`src/rtl/dac_sample_pacer.sv`:
```
// Paces the 32-bit signed audio stream down to a fixed DAC update rate, converts each sample to
// 12-bit offset-binary and queues it in a small FWFT FIFO behind a valid/ready handshake.
module dac_sample_pacer #(
    parameter int unsigned CLK_HZ     = 50000000,
    parameter int unsigned SAMPLE_HZ  = 8000,
    parameter int unsigned DEPTH      = 4,
    parameter int unsigned GAIN_SHIFT = 0
) (
    input  logic                      Clock,
    input  logic                      nReset,
    input  logic                      Play,
    input  logic [31:0]               Audio_in,
    input  logic                      Clear_overrun,
    input  logic                      Dac_ready,
    output logic                      Dac_valid,
    output logic [11:0]               Dac_data,
    output logic                      Sample_tick,
    output logic [$clog2(DEPTH):0]    Fill,
    output logic                      Overrun,
    output logic [15:0]               Drop_count
);

    localparam int unsigned DIV = CLK_HZ / SAMPLE_HZ;
    localparam int unsigned CW  = $clog2(DIV);
    localparam int unsigned AW  = $clog2(DEPTH);

    // ---------------------------------------------------------------------
    // Rate divider
    // ---------------------------------------------------------------------
    logic [CW-1:0] div_cnt_q, div_cnt_d;

    assign Sample_tick = (div_cnt_q == CW'(DIV - 1));

    always_comb begin
        div_cnt_d = div_cnt_q + CW'(1);
        if (Sample_tick) begin
            div_cnt_d = '0;
        end
    end

    always_ff @(posedge Clock or negedge nReset) begin
        if (!nReset) begin
            div_cnt_q <= '0;
        end else begin
            div_cnt_q <= div_cnt_d;
        end
    end

    // ---------------------------------------------------------------------
    // Gain, saturation and offset-binary conversion
    // ---------------------------------------------------------------------
    logic [39:0] gained;
    logic        sat_pos, sat_neg;
    logic [11:0] new_sample;
    logic        unused_gained_low;

    // 8 guard bits hold any shift up to 8 without losing the true sign.
    assign gained            = {{8{Audio_in[31]}}, Audio_in} << GAIN_SHIFT;
    assign unused_gained_low = ^gained[19:0];

    always_comb begin
        sat_pos    = !gained[39] && (gained[38:31] != 8'h00);
        sat_neg    = gained[39] && (gained[38:31] != 8'hFF);
        new_sample = {~gained[31], gained[30:20]};
        if (sat_pos) begin
            new_sample = 12'hFFF;
        end else if (sat_neg) begin
            new_sample = 12'h000;
        end
        if (!Play) begin
            new_sample = 12'h800;
        end
    end

    // ---------------------------------------------------------------------
    // FIFO; pointers carry an extra wrap bit so full and empty differ
    // ---------------------------------------------------------------------
    logic [11:0]   mem_q [DEPTH];
    logic [AW:0]   wr_ptr_q, rd_ptr_q;
    logic          empty, full, push, pop, drop;

    assign Fill  = wr_ptr_q - rd_ptr_q;
    assign empty = (wr_ptr_q == rd_ptr_q);
    assign full  = (Fill == (AW + 1)'(DEPTH));
    assign pop   = !empty && Dac_ready;
    // A pop in the same cycle frees the slot, so a full FIFO can still accept.
    assign push  = Sample_tick && (!full || pop);
    assign drop  = Sample_tick && full && !pop;

    assign Dac_valid = !empty;
    assign Dac_data  = empty ? 12'h800 : mem_q[rd_ptr_q[AW-1:0]];

    always_ff @(posedge Clock) begin
        if (push) begin
            mem_q[wr_ptr_q[AW-1:0]] <= new_sample;
        end
    end

    always_ff @(posedge Clock or negedge nReset) begin
        if (!nReset) begin
            wr_ptr_q <= '0;
            rd_ptr_q <= '0;
        end else begin
            if (push) begin
                wr_ptr_q <= wr_ptr_q + (AW + 1)'(1);
            end
            if (pop) begin
                rd_ptr_q <= rd_ptr_q + (AW + 1)'(1);
            end
        end
    end

    // ---------------------------------------------------------------------
    // Overrun tracking; a drop outranks a simultaneous clear
    // ---------------------------------------------------------------------
    logic        overrun_d;
    logic [15:0] drop_count_d;

    always_comb begin
        overrun_d    = Overrun;
        drop_count_d = Drop_count;
        if (drop) begin
            overrun_d = 1'b1;
            if (Clear_overrun) begin
                drop_count_d = 16'd1;
            end else if (Drop_count != 16'hFFFF) begin
                drop_count_d = Drop_count + 16'd1;
            end
        end else if (Clear_overrun) begin
            overrun_d    = 1'b0;
            drop_count_d = 16'd0;
        end
    end

    always_ff @(posedge Clock or negedge nReset) begin
        if (!nReset) begin
            Overrun    <= 1'b0;
            Drop_count <= 16'd0;
        end else begin
            Overrun    <= overrun_d;
            Drop_count <= drop_count_d;
        end
    end

endmodule

```
`config.mk`:
```
export PLATFORM = sky130hd
export DESIGN_NAME = dac_sample_pacer
export DESIGN_NICKNAME = d
export VERILOG_FILES = /design/src/rtl/dac_sample_pacer.sv
export SDC_FILE = /design/constraint.sdc
export NUM_CORES = 1
export LEC_CHECK = 0
export CORE_MARGIN = 4
export CORE_UTILIZATION = 35
export CTS_BUF_LIST = sky130_fd_sc_hd__clkbuf_16
export DETAILED_ROUTE_END_ITERATION = 10
export MAX_ROUTING_LAYER = met4
export PLACE_DENSITY = 0.66
export SKIP_CTS_REPAIR_TIMING = 1
export SYNTH_ARGS = -nofsm -noshare
export SYNTH_HDL_FRONTEND = slang
export SYNTH_SLANG_ARGS = --single-unit
```
`constraint.sdc`:
```
create_clock -name Clock -period 2.8 [get_ports Clock]
set_input_delay 0.42 -clock Clock [delete_from_list [all_inputs] [get_ports Clock]]
set_output_delay 0.42 -clock Clock [all_outputs]
set_load 0.01 [all_outputs]
```
==> reports/metrics.yaml <==
outcome: "finished clean"
arrival_ps: 2270
finalSetupTns_ps: 0
die_area_um2: 12800
use_met3_pct: 2.19
preCtsSetupSlack_ps: 188
setup_slack_ps: 109
met1_usage_pct: 16.4
initial_core_util_pct: 35.6
yosysSeqAreaShare_pct: 60.6
grtUsageMet2_pct: 21.3
core.rowCount: 38
hold-worst-slack_ps: 494
drive_gt1_share_pct: 15.6
grt_util_all_layers_pct: 13.2
powerDensity_nw_per_um2: 699
cts_tree: "yes"
maxCapViolations: 0
finalHoldViolations: 0
vias: 2511
synth_area_um2: 3860
via_per_inst: 4.91
routed_wl_um: 7720
ys_types: 45
power_switching_uw: 922
grt_pass1_vias: 2631
swShare_pct: 26.3
max_slew_margin_pct: 55.2
hp-class: "register to register"
timing.final.max_slew_violations: 0
grt_overflow_total: 0
synth_top_cell_area_share_pct: 37.3
ioPinCount: 71
dp_cells: 488
busiest_layer: "met2"
clk_pin_slew_ps: 70
final_cell_mix: "49 x clkdlybuf4s50_1, 48 x edfxtp_1, 36 x dfrtp_1"
first_iter_violations: 83
syn2layout_area_growth_pct: 29.6
yosysTopAreaCell: "edfxtp_1"
clockRootBuffer: "clkbuf_16"
clk_latency_ps: 340
wire_per_inst_um: 15.1
layout_commonest_cell: "clkdlybuf4s50_1"
sequentialPowerShare_pct: 39.0
drtPass1Iterations: 4
clockPowerShare_pct: 33.7
criticalPathCategory: "register to primary output"
drtAntennaViolNets: 0
rsz0062_at_grt: "no"
post-dp-hpwl_um: 5320
slowest_stage: "mux4_2"
synth_warnings: 0
htree_num_levels: 3
async_reset_ff_share_pct: 42.9
fin_crit_sh_pct: 96.1
antennaDiodeCount: 0
synth-seq-cells: 84
worstPathRequired_ps: 2380
cts.sinks: 84
crit_path_end_kind: "primary output"
pwr-share-comb_pct: 27.3
grt_max_degree: 37
numCtsBuffers: 9
p_leak_uw: 0.00182
synthTopCellsByArea: "edfxtp_1 37%, dfrtp_1 23%, mux4_2 7.0%, and2_1 4.2%, ha_1 3.2%"
final_nets: 414
cp_slowest_stage_delay_ps: 540
core_region_area_um2: 10800
avgSynthCellArea_um2: 13.2
setup_viol: 0
port-buffer-count: 50
period_minus_slack_ps: 2690
place_congestion: 0.816
critPathMaxFanout: 14
max_freq_mhz: 372
die_w_um: 113
internal_power_uw: 2580
syn-num-nets: 340
synthFlopType: "edfxtp_1"
crit_chain: "buf_4 > mux4_2 > a31o_2 > clkdlybuf4s50_1"
synth_edf_count: 48
instances_no_fill: 511
antenna_found_initial: 0
final.fill_count: 966
ir_drop_mv: 0.299
worst_setup_path_start_kind: "register"
worst_pin_slew_ps: 669
ctsLongestPathBuffers: 2
die_h_um: 113
skew_ps: 7.93
grt_pass1_wl_um: 12900
drcViolationCount: 0
netlist_instances: 292
## flip-flops by register name, indices dropped and copies added (netlist names)
signal      flops
wr_ptr_q        3
rd_ptr_q        3
Drop_count     16
Overrun         1
div_cnt_q      13
mem_q          48
## synthesized netlist by cell type, types with 8 or more instances
cell type,n
nand3_1,17
inv_1,11
dfrtp_1,36
mux4_2,12
xnor2_1,9
ha_1,10
and2_1,26
edfxtp_1,48
clkbuf_1,8
nor2_1,13
a21oi_1,13
nand2_1,16
## metal layers
layer	wire length [um]	part of all wire [%]
met1	3420	44
met5	0	0
met4	157	2.0
met3	240	3.1
met2	3910	51
## worst paths after layout
check,slack (ps),start,end,cells after the start
max in group asynchronous,1980,nReset,div_cnt_q[7]$_DFF_PN0_,2
min reg2reg,490,wr_ptr_q[2]$_DFFE_PN0N_,wr_ptr_q[2]$_DFFE_PN0N_,1
min,490,wr_ptr_q[2]$_DFFE_PN0N_,wr_ptr_q[2]$_DFFE_PN0N_,1
max reg2reg,190,wr_ptr_q[0]$_DFFE_PN0N_,Drop_count[7]$_DFFE_PN0P_,9
max,110,rd_ptr_q[0]$_DFFE_PN0P_,Dac_data[11],4
min in group asynchronous,500,nReset,Drop_count[6]$_DFFE_PN0P_,2
## cell families (layout without fill, tap and decap cells)
kind of cell    count (synthesis)  count (layout)  synth area share, %
simple gates                  106             106                 15.8
flops                          84              84                 60.6
compound gates                 38              38                 6.28
buf+inv                        23             102                 2.30
xor+xnor                       15              15                 3.40
mux                            15              15                 7.87
fa+ha+maj                      11              11                 3.76
## worst max-delay path, delay by kind of cell, from the launching register on
family,cells,cell delay [ps]
buffers and inverters,2,780
multiplexers,1,540
flip-flops,1,370
AO/OA/AOI/OAI,1,240
## through the flow
stage	util (%)	cell area, um^2	total power [uW]
CTS	45.6	4940	3540
finish	46.2	5010	3500
global route	46.2	5010	3650
floorplan	-	3860	1880
detailed placement	42.8	4640	2350
global placement	42.8	4640	2340
## layout make-up
type | count | area [um^2] | area share (%)
tap | 140 | 175 | 3.50
inverter | 11 | 41.3 | 0.825
clock inverter | 7 | 76.3 | 1.52
sequential | 84 | 2340 | 46.8
clock buffer | 9 | 225 | 4.50
timing repair buffer | 75 | 707 | 14.1
multi-input combinational | 185 | 1440 | 28.8
## power by group through the flow
stage / Clock, uW / Combinational, uW / Sequential [uW]
after floorplan: 0 / 487 / 1390
after global placement: 0 / 950 / 1390
after detailed placement: 0 / 962 / 1390
after CTS: 1210 / 965 / 1360
after global routing: 1250 / 1040 / 1370
final: 1180 / 956 / 1360
Power figures use the tool's default switching activity.
